==> config.mk <==
export PLATFORM = sky130hd
export DESIGN_NAME = deserializer
export DESIGN_NICKNAME = d
export VERILOG_FILES = /design/src/rtl/otter_cache_pkg.sv /design/src/rtl/deserializer.sv
export SDC_FILE = /design/constraint.sdc
export NUM_CORES = 1
export LEC_CHECK = 0
export BUFFER_PORTS_ARGS = -buffer_cell sky130_fd_sc_hd__buf_2
export CORE_ASPECT_RATIO = 0.5
export CORE_UTILIZATION = 39
export DETAILED_ROUTE_END_ITERATION = 8
export GPL_ROUTABILITY_DRIVEN = 0
export HOLD_SLACK_MARGIN = 0.05
export PLACE_DENSITY_LB_ADDON = 0.05
export SETUP_SLACK_MARGIN = 0.3
export SLEW_MARGIN = 20
export SYNTH_ARGS = -nofsm -noshare
export SYNTH_HDL_FRONTEND = slang
export SYNTH_SLANG_ARGS = --single-unit
==> constraint.sdc <==
create_clock -name clk -period 4.8 [get_ports clk]
set_input_delay 0.48 -clock clk [delete_from_list [all_inputs] [get_ports clk]]
set_output_delay 0.48 -clock clk [all_outputs]
set_load 0.01 [all_outputs]
==> src/rtl/otter_cache_pkg.sv <==
// otter_cache_pkg: cache line geometry and deserializer state encoding shared by fill/write-back paths
package otter_cache_pkg;
  localparam int WORD_W = 32;
  localparam int WORDS_PER_LINE = 8;
  localparam int LINE_W = WORD_W * WORDS_PER_LINE;
  typedef logic [WORDS_PER_LINE-1:0][WORD_W-1:0] line_t;
  typedef enum logic [1:0] {IDLE, COLLECT, DONE} deser_state_t;
endpackage

==> src/rtl/deserializer.sv <==
// deserializer: assembles a stream of memory words into one cache line, word 0 in the low bits
module deserializer
  import otter_cache_pkg::*;
#(
  parameter int WORD_W = otter_cache_pkg::WORD_W,
  parameter int WORDS = otter_cache_pkg::WORDS_PER_LINE,
  localparam int LINE_W = WORD_W * WORDS
) (
  input  logic              clk,
  input  logic              rst_n,
  input  logic              start,
  input  logic              word_valid,
  input  logic [WORD_W-1:0] word_in,
  output logic              word_ready,
  output logic              line_valid,
  input  logic              line_ready,
  output logic [LINE_W-1:0] line_out,
  output logic              busy
);
  localparam int CW = $clog2(WORDS);
  localparam logic [CW-1:0] LAST = CW'(WORDS - 1);
  deser_state_t state;
  logic [CW-1:0] count;
  logic [WORDS-1:0][WORD_W-1:0] line;
  always_ff @(posedge clk or negedge rst_n) begin
    if (!rst_n) begin
      state <= IDLE;
      count <= '0;
      line <= '0;
    end else begin
      case (state)
        IDLE: if (start) begin
          state <= COLLECT;
          count <= '0;
        end
        // word_ready is constant high here, so word_valid alone marks an accept
        COLLECT: if (word_valid) begin
          line[count] <= word_in;
          count <= count + 1'b1;
          if (count == LAST) state <= DONE;
        end
        DONE: if (line_ready) begin
          state <= start ? COLLECT : IDLE;
          count <= '0;
        end
        default: state <= IDLE;
      endcase
    end
  end
  assign word_ready = state == COLLECT;
  assign line_valid = state == DONE;
  assign busy = state != IDLE;
  assign line_out = line;
endmodule

; Word-level counts from Yosys, hierarchy flattened
; Index checks and enable logic that the tools add are counted.
[word_totals]
memories = 0
input_bits = 37
reg_bits = 261
rom_bits = 0
output_inout_bits = 259
ram_bits = 0
word_cells = 40
latch_bits = 0
[classes]
shifts = 0
n_bitwise = 0
muxes = 13
n_reduce_logical = 7
magnitude_cmp = 2
eq_ne = 7
n_mul = 0
n_div = 0
add_sub_neg = 1
[op_table]
columns = cell, count
row1 = bitwise mux 256 bit, 1
row2 = demux 32 bit (select 3 bit), 1
row3 = two-way mux 32 bit, 1
row4 = two-way mux 3 bit, 3
row5 = one-hot mux 3 bit (3 select lines), 1
row6 = two-way mux 2 bit, 4
row7 = AND reduction 4 bit, 2
row8 = one-hot mux 2 bit (3 select lines), 1
row9 = "< comparator 3 x 4 -> 1 bit, second input constant", 1
row10 = "inequality test 2 x 1 -> 1 bit, second input constant", 2
row11 = "inequality test 2 bit, second input constant", 2
row12 = "adder 3 x 1 -> 3 bit, second input constant", 1
row13 = "== test 3 bit, second input constant", 1
row14 = ">= comparator 3 x 1 -> 1 bit, second input constant", 1
row15 = nonzero test 3 bit, 1
row16 = "== test 2 x 1 -> 1 bit, second input constant", 1
row17 = "== test 2 bit, second input constant", 1
row18 = zero test 2 bit, 1
row19 = AND reduction 2 bit, 1
row20 = nonzero test 2 bit, 1
row21 = logical AND 1 bit, 1
row22 = two-way mux 1 bit, 1

; Depth between registers and ports, before layout
; Gate-level depths: netlist of run 1.
[logic_depth]
word_depth = 5
ltp_mapped = 6
depth_no_buf = 5

; Worst setup path before layout of run 1
; OpenSTA, ideal clock, no wires.
[synth_timing]
kind = register -> register
start = reg state[1]
end = reg line, in the netlist line_out[193]
n_path_buf = 2
synth_period_minus_slack_ps = 1653
setup_time_ps = 125
path_stages_with_launch = 6
slack_ps = 3147
t_required_ps = 4675
arrival_ps = 1528
cell_sequence = dfrtp_1 and4bb_4 and3_4 buf_6 buf_6 mux2_4
[synth_between]
elab_chain_cells = 2
[synth_rtl]
columns = item, line
row1 = "start, declared", deserializer.sv:22  ; deser_state_t state;
row2 = "start signal, assigned", deserializer.sv:43  ; state <= start ? COLLECT : IDLE;
row3 = == test 2 x 1 -> 1 bit, deserializer.sv:31  ; case (state)
row4 = AND reduction 2 bit (no line), -
row5 = "end signal, assigned by index", deserializer.sv:38  ; line[count] <= word_in;
row6 = "end, declared", deserializer.sv:24  ; logic [WORDS-1:0][WORD_W-1:0] line;
; No other way between the ends.
; A chain may end at the register's enable or synchronous reset.

; Worst setup path after layout of run 1
[layout_timing]
start = reg count[0]
end = reg line, in the netlist line_out[87]
[layout_between]
elab_chain_cells = 5
elab_cells_between_ends = 6
cone_classes = order compare: 2 / mux: 3 / reduce/logical: 1
[layout_rtl]
columns = item, line
row1 = "start, declared", deserializer.sv:23  ; logic [CW-1:0] count;
row2 = "start signal, assigned", deserializer.sv:39  ; count <= count + 1'b1;
row3 = < comparator 3 x 4 -> 1 bit (not written as such) / >= comparator 3 x 1 -> 1 bit (equally long branches), deserializer.sv:38
row4 = logical AND 1 bit (not written as such), deserializer.sv:38
row5 = two-way mux 32 bit (not written as such), deserializer.sv:38
row6 = demux 32 bit (select 3 bit) (*), deserializer.sv:38
row7 = bitwise mux 256 bit (*), deserializer.sv:38
; Mark *: on every way between the ends. The rest lies on a longest branch, timed or not.

==> results of run 1 <==
-- per-stage QoR --
stage / std cells / instance area [um2] / utilization / power (mW)
final: 1231 / 12600 / 0.515 / 9.23
after global routing: 1231 / 12600 / 0.515 / 9.76
after CTS: 1231 / 12600 / 0.515 / 9.37
after detailed placement: 1186 / 11800 / 0.480 / 7.29
after global placement: 1186 / 11800 / 0.480 / 7.22
after floorplan: 576 / 9990 / - / 5.68
-- power by group --
group	internal (mW)	switching [mW]
sequential	3.25	0.557
clock	1.17	0.866
combinational	1.75	1.63
total	6.17	3.05
-- synthesized netlist by cell type, drive strengths merged --
cell and n:
a22o 2, and2b 2, and3 1, and3b 1, and4bb 1, buf 26, clkbuf 2, dfrtp 261
ha 2, mux2 258, mux2i 1, nand2 5, nand2b 1, nand3 2, nand3b 2, nand4b 1
nor2 2, nor2b 1, nor3b 2, o21ai 2, or2 1
-- layer usage --
layer / wire (um) / part of all wire / GRT usage / vias to the layer above
met1: 12200 / 0.47 / 0.276 / 3188
met4: 325 / 0.013 / 0.0327 / 0
met5: 0 / 0 / 0 / -
met2: 11900 / 0.46 / 0.310 / 129
li1: - / - / - / 2659
met3: 1380 / 0.054 / 0.0548 / 30
-- critical path, delay by kind of cell, from the launching register on --
family	cells	cell delay, ns
buffers and inverters	1	0.49
and+or+nand+nor	2	1.06
DFF	1	0.48
muxes	1	0.29
-- layout make-up --
cell class              instances  area [um2]  area share
clock inverters                14         161      0.0128
flip-flops and latches        261        6530       0.517
multi-input cells             287        3300       0.261
well taps                     336         420      0.0332
clock buffers                  31         678      0.0536
repair buffers                302        1550       0.123
-- flip-flops by register name (all words and copies together) (netlist names) --
register,cells
line_out,256
count,3
state,2
-- cells by family after synthesis --
logic type                 after synthesis  synth area share
buffers and inverters                   28            0.0197
adders and majority gates                2           0.00251
DFF                                    261             0.654
AOI/OAI and AO/OA                        4           0.00276
and+or+nand+nor                         22            0.0178
muxes                                  259             0.303
-- worst paths after layout --
kind                                    from       endpoint  slack [ns]  depth (start not counted)
min in group clk                       start       state[0]        0.22                          3
worst min register to register  line_out[52]   line_out[52]        0.49                          1
worst max-delay path                count[0]   line_out[87]        2.36                          4
worst min-delay path                   rst_n  line_out[147]       0.004                          1
worst max register to register      count[0]   line_out[87]        2.36                          4
max in group asynchronous              rst_n   line_out[88]        3.58                          2
==> impl_metrics.csv, run 1 <==
group,metric,value,unit
setup_path,worst-setup-path-type,"flip-flop to flip-flop",
clock_network,cts_buffer_depth,3,
synth,avgSynthCellArea,17.3,um2
finish,nFillCells,2138,
setup_path,start_kind,"flip-flop",
pwr,irDropWorstVdd,0.362,mV
clock_network,clk_latency,0.52,ns
placed_design,hpwl,16.7,mm
sta,clock_skew,0.0110,ns
synth,ys_ff_latch,261,
sta,tightest_slew,1.09,ns
detailed_routing,num_vias,6006,
sta,whs,0.00369,ns
synth,synth_warnings,0,
finish,fin_nets,916,
synth,synth_fp_nets,615,
synth,synthesis.area,0.00999,mm2
synth,netlist_instances,576,
status,status,"finished clean",
clock_network,cts-root-buf,"clkbuf_16",
die,die_h,115,um
sta,fin_ws,2.36,ns
grt,first_global_vias,6092,
pwr,cellPowerDensity,730,mW/mm2
detailed_routing,ant_nets,0,
detailed_routing,drc,0,
sta,fmax,0.411,GHz
clock_network,clkSinkCount,261,
setup_path,path_cells,"and4bb_4, nand3b_2, buf_4, mux2_2",
synth,synthTopCellsByArea,"dfrtp_1 (65%), mux2_2 (25%), mux2_4 (4.5%), buf_6 (0.79%), mux2_1 (0.68%)",
grt,overflow,0,
synth,synth-seq-area-share,0.654,
die,ios,296,
clock_network,clkSlewWorstSetupHoldPaths,0.07,ns
sta,slew_viol_final,0,
setup_path,cp_max_fo,21,
sta,period_needed,2.44,ns
detailed_routing,drt_iter0_drc,214,
clock_network,ctsResizeCount,0,
synth,synth.largest_area_cell,"dfrtp_1",
hold_path,hold_path.class,"primary input to async pin",
die,start_util,0.406,
sta,fin_setup_tns,0,ns
die,die_area,0.0263,mm2
clock_network,hold_buffers,0,
sta,relSlewSlack,0.268,
detailed_routing,drt_wl_total,25.8,mm
grt,antenna_found_initial,0,
die,die_width,228,um
sta,hold_viol,0,
die,core_area,0.0246,mm2
placed_design,portBuffers,295,
pwr,p_leak,6.27,nW
synth,synth_cell_types,25,
finish,drive_above_1_share,0.678,
detailed_routing,wire_per_inst,20.9,um
sta,rsz0062_at_grt,"no",
setup_path,critPathArrivalTime,2.84,ns
sta,setup-violations-final,0,
detailed_routing,firstDrtPassIters,4,
grt,grtUsageTotal,0.196,
sta,fin_crit_sh,0.507,
placed_design,dp_slack,2.25,ns
finish,diodes,0,
detailed_routing,viasPerCell,4.88,
clock_network,htree_levels,1,
synth,synth_top_area_share,0.654,
clock_network,cts_tree,"built",
finish,mostFrequentLayoutCells,"buf_2 (294), dfrtp_1 (261), mux2_2 (222)",
grt,grt_pass1_wl,39.0,mm
finish,area_delta_synth_final,26.6,%
clock_network,post_cts_buffers,0,
clock_network,numCtsBuffers,25,
setup_path,cp_slowest_cell,"nand3b_2",
setup_path,end_kind,"flip-flop",
setup_path,cp.required,5.21,ns
flow_run,drv_cap,0,
setup_path,slowest_delay,0.66,ns
grt,grt_max_degree,118,
die,num_rows,40,
finish,layout_commonest_cell,"buf_2",
Note: power is estimated with default switching activity, not from simulation.
==> run 2, diff against run 1 <==
==> constraint.sdc (replaced) <==
create_clock -name clk -period 2.2 [get_ports clk]
set_input_delay 0.22 -clock clk [delete_from_list [all_inputs] [get_ports clk]]
set_output_delay 0.22 -clock clk [all_outputs]
set_load 0.01 [all_outputs]
==> impl_metrics.csv, run 2 (same netlist as run 1, synthesis figures left out) <==
group,metric,value,unit
setup_path,reg2reg_depth,4,
finish,diodes,0,
finish,fin_nets,961,
grt,antenna_found_initial,0,
pwr,internal_power,13.7,mW
die,core_area,0.0246,mm2
finish,multiInputGateArea,0.00329,mm2
setup_path,cp_top_family,"flip-flops",
finish,final_util,0.535,
clock_network,htree_levels,1,
detailed_routing,wire_per_inst,20.0,um
grt,grtUsageTotal,0.195,
detailed_routing,firstDrtPassIters,4,
clock_network,clk_latency,0.52,ns
clock_network,cts_tree,"built",
sta,period_needed,1.77,ns
setup_path,cp_slowest_cell,"dfrtp_1",
grt,grt_max_degree,72,
sta,fin_setup_tns,0,ns
pwr,power_switching,6.53,mW
pwr,swShare,0.323,
finish,mostFrequentLayoutCells,"buf_2 (294), dfrtp_1 (260), mux2_2 (222)",
setup_path,slowest_delay,0.53,ns
setup_path,path_depth,4,
setup_path,cp.required,2.60,ns
detailed_routing,drc,0,
sta,setup-violations-final,0,
pwr,power_frac_clock,0.219,
finish,nFillCells,2143,
setup_path,cp_max_fo,10,
clock_network,cts_buffer_depth,3,
setup_path,critPathArrivalTime,2.17,ns
pwr,p_leak,6.49,nW
sta,clock_skew,0.00660,ns
grt,overflow,0,
clock_network,clkSinkCount,261,
placed_design,portBuffers,295,
detailed_routing,ant_nets,0,
hold_path,hold_path.class,"primary input to flip-flop",
hold_path,whs_path_depth,2,
clock_network,clkSlewWorstSetupHoldPaths,0.06,ns
die,num_rows,40,
pwr,pwr-share-seq,0.409,
placed_design,hpwl,17.4,mm
flow_run,drv_cap,0,
detailed_routing,num_vias,6079,
die,die_width,228,um
setup_path,end_kind,"flip-flop",
sta,fmax,0.565,GHz
sta,hold_viol,0,
pwr,cellPowerDensity,1540,mW/mm2
die,start_util,0.406,
die,die_h,115,um
finish,area_delta_synth_final,31.7,%
sta,slew_viol_final,0,
pwr,irDropWorstVdd,0.843,mV
sta,rsz0062_at_grt,"no",
setup_path,start_kind,"flip-flop",
grt,grt_pass1_wl,39.0,mm
setup_path,worst-setup-path-type,"flip-flop to flip-flop",
status,status,"finished clean",
clock_network,numCtsBuffers,25,
grt,first_global_vias,6343,
sta,tightest_slew,0.500,ns
finish,drive_above_1_share,0.661,
sta,fin_crit_sh,0.804,
finish,layout_commonest_cell,"buf_2",
sta,relSlewSlack,0.667,
detailed_routing,viasPerCell,4.78,
detailed_routing,drt_iter0_drc,228,
clock_network,cts-root-buf,"clkbuf_16",
setup_path,critPathBufInv,1,
setup_path,path_cells,"nand4b_4, nor3b_4, buf_4, mux2_2",
pwr,pwr-share-comb,0.372,
die,die_area,0.0263,mm2
finish,seqCellArea,0.00653,mm2
finish,largest_reg_flops,256,
die,ios,296,
detailed_routing,drt_wl_total,25.5,mm
## run 2: changes by cell type in the layout (fill, tap and decap cells not counted), sizes merged
cell and delta:
dlygate4sd3 +29, buf +16, clkbuf +4, clkinv -4
clkinvlp -3, inv -1
## run 2: worst reg2reg max path, cell delays in order (launching register included)
cell,delay [ns]
dfrtp_1,0.53
nand4b_4,0.21
nor3b_4,0.30
buf_4,0.26
mux2_2,0.36
## run 2: final timing paths
check,slack (ns),startpoint,endpoint
setup / recovery,0.43,state[0],line_out[112]
hold / removal,0.06,word_in[12],line_out[204]
setup reg to reg,0.43,state[0],line_out[112]
hold reg to reg,0.48,line_out[114],line_out[114]
max in group asynchronous,1.21,rst_n,line_out[247]
min in group asynchronous,0.22,rst_n,line_out[147]
## run 2: final cells by class
class | count | area share
clock inverters | 6 | 0.00904
multi-input cells | 287 | 0.250
well taps | 336 | 0.0320
repair buffers | 347 | 0.157
clock buffers | 35 | 0.0550
flip-flops and latches | 261 | 0.497
## run 2: power by group through the flow
stage	clock [mW]	sequential (mW)	combinational [mW]
2_1_floorplan	0	9.32	3.07
3_3_place_gp	0	8.24	7.53
3_5_place_dp	0	8.33	7.62
4_1_cts	4.56	8.27	7.70
5_1_grt	4.78	8.57	8.07
6_report	4.43	8.26	7.52
## run 2: layer usage
metal | routed length, um | part of all wire | up-vias | global-route usage
li1 | - | - | 2742 | -
met1 | 11800 | 0.46 | 3180 | 0.270
met2 | 12000 | 0.47 | 132 | 0.314
met3 | 1340 | 0.053 | 25 | 0.0499
met4 | 359 | 0.014 | 0 | 0.0327
met5 | 0 | 0 | - | 0
## run 2: repair_timing
item,in CTS,in global routing
hold buffers,29,0
hold endpoints to repair,209,0
endpoints found under the setup margin,18,22
resized for setup,0,2
buffers inserted,2,0
gates cloned,0,0
## run 2: stage by stage
| step | cells | hold slack [ns] | setup slack, ns | power, mW | area [um2] |
|---|---|---|---|---|---|
| 2_1_floorplan | 576 | -0.0756 | 0.547 | 12.4 | 9990 |
| 3_3_place_gp | 1200 | 0.192 | 0.315 | 15.8 | 12000 |
| 3_5_place_dp | 1200 | 0.193 | 0.261 | 16.0 | 12000 |
| 4_1_cts | 1272 | 0.0503 | 0.348 | 20.5 | 13100 |
| 5_1_grt | 1272 | 0.0518 | 0.310 | 21.4 | 13100 |
| 6_report | 1272 | 0.0630 | 0.430 | 20.2 | 13100 |
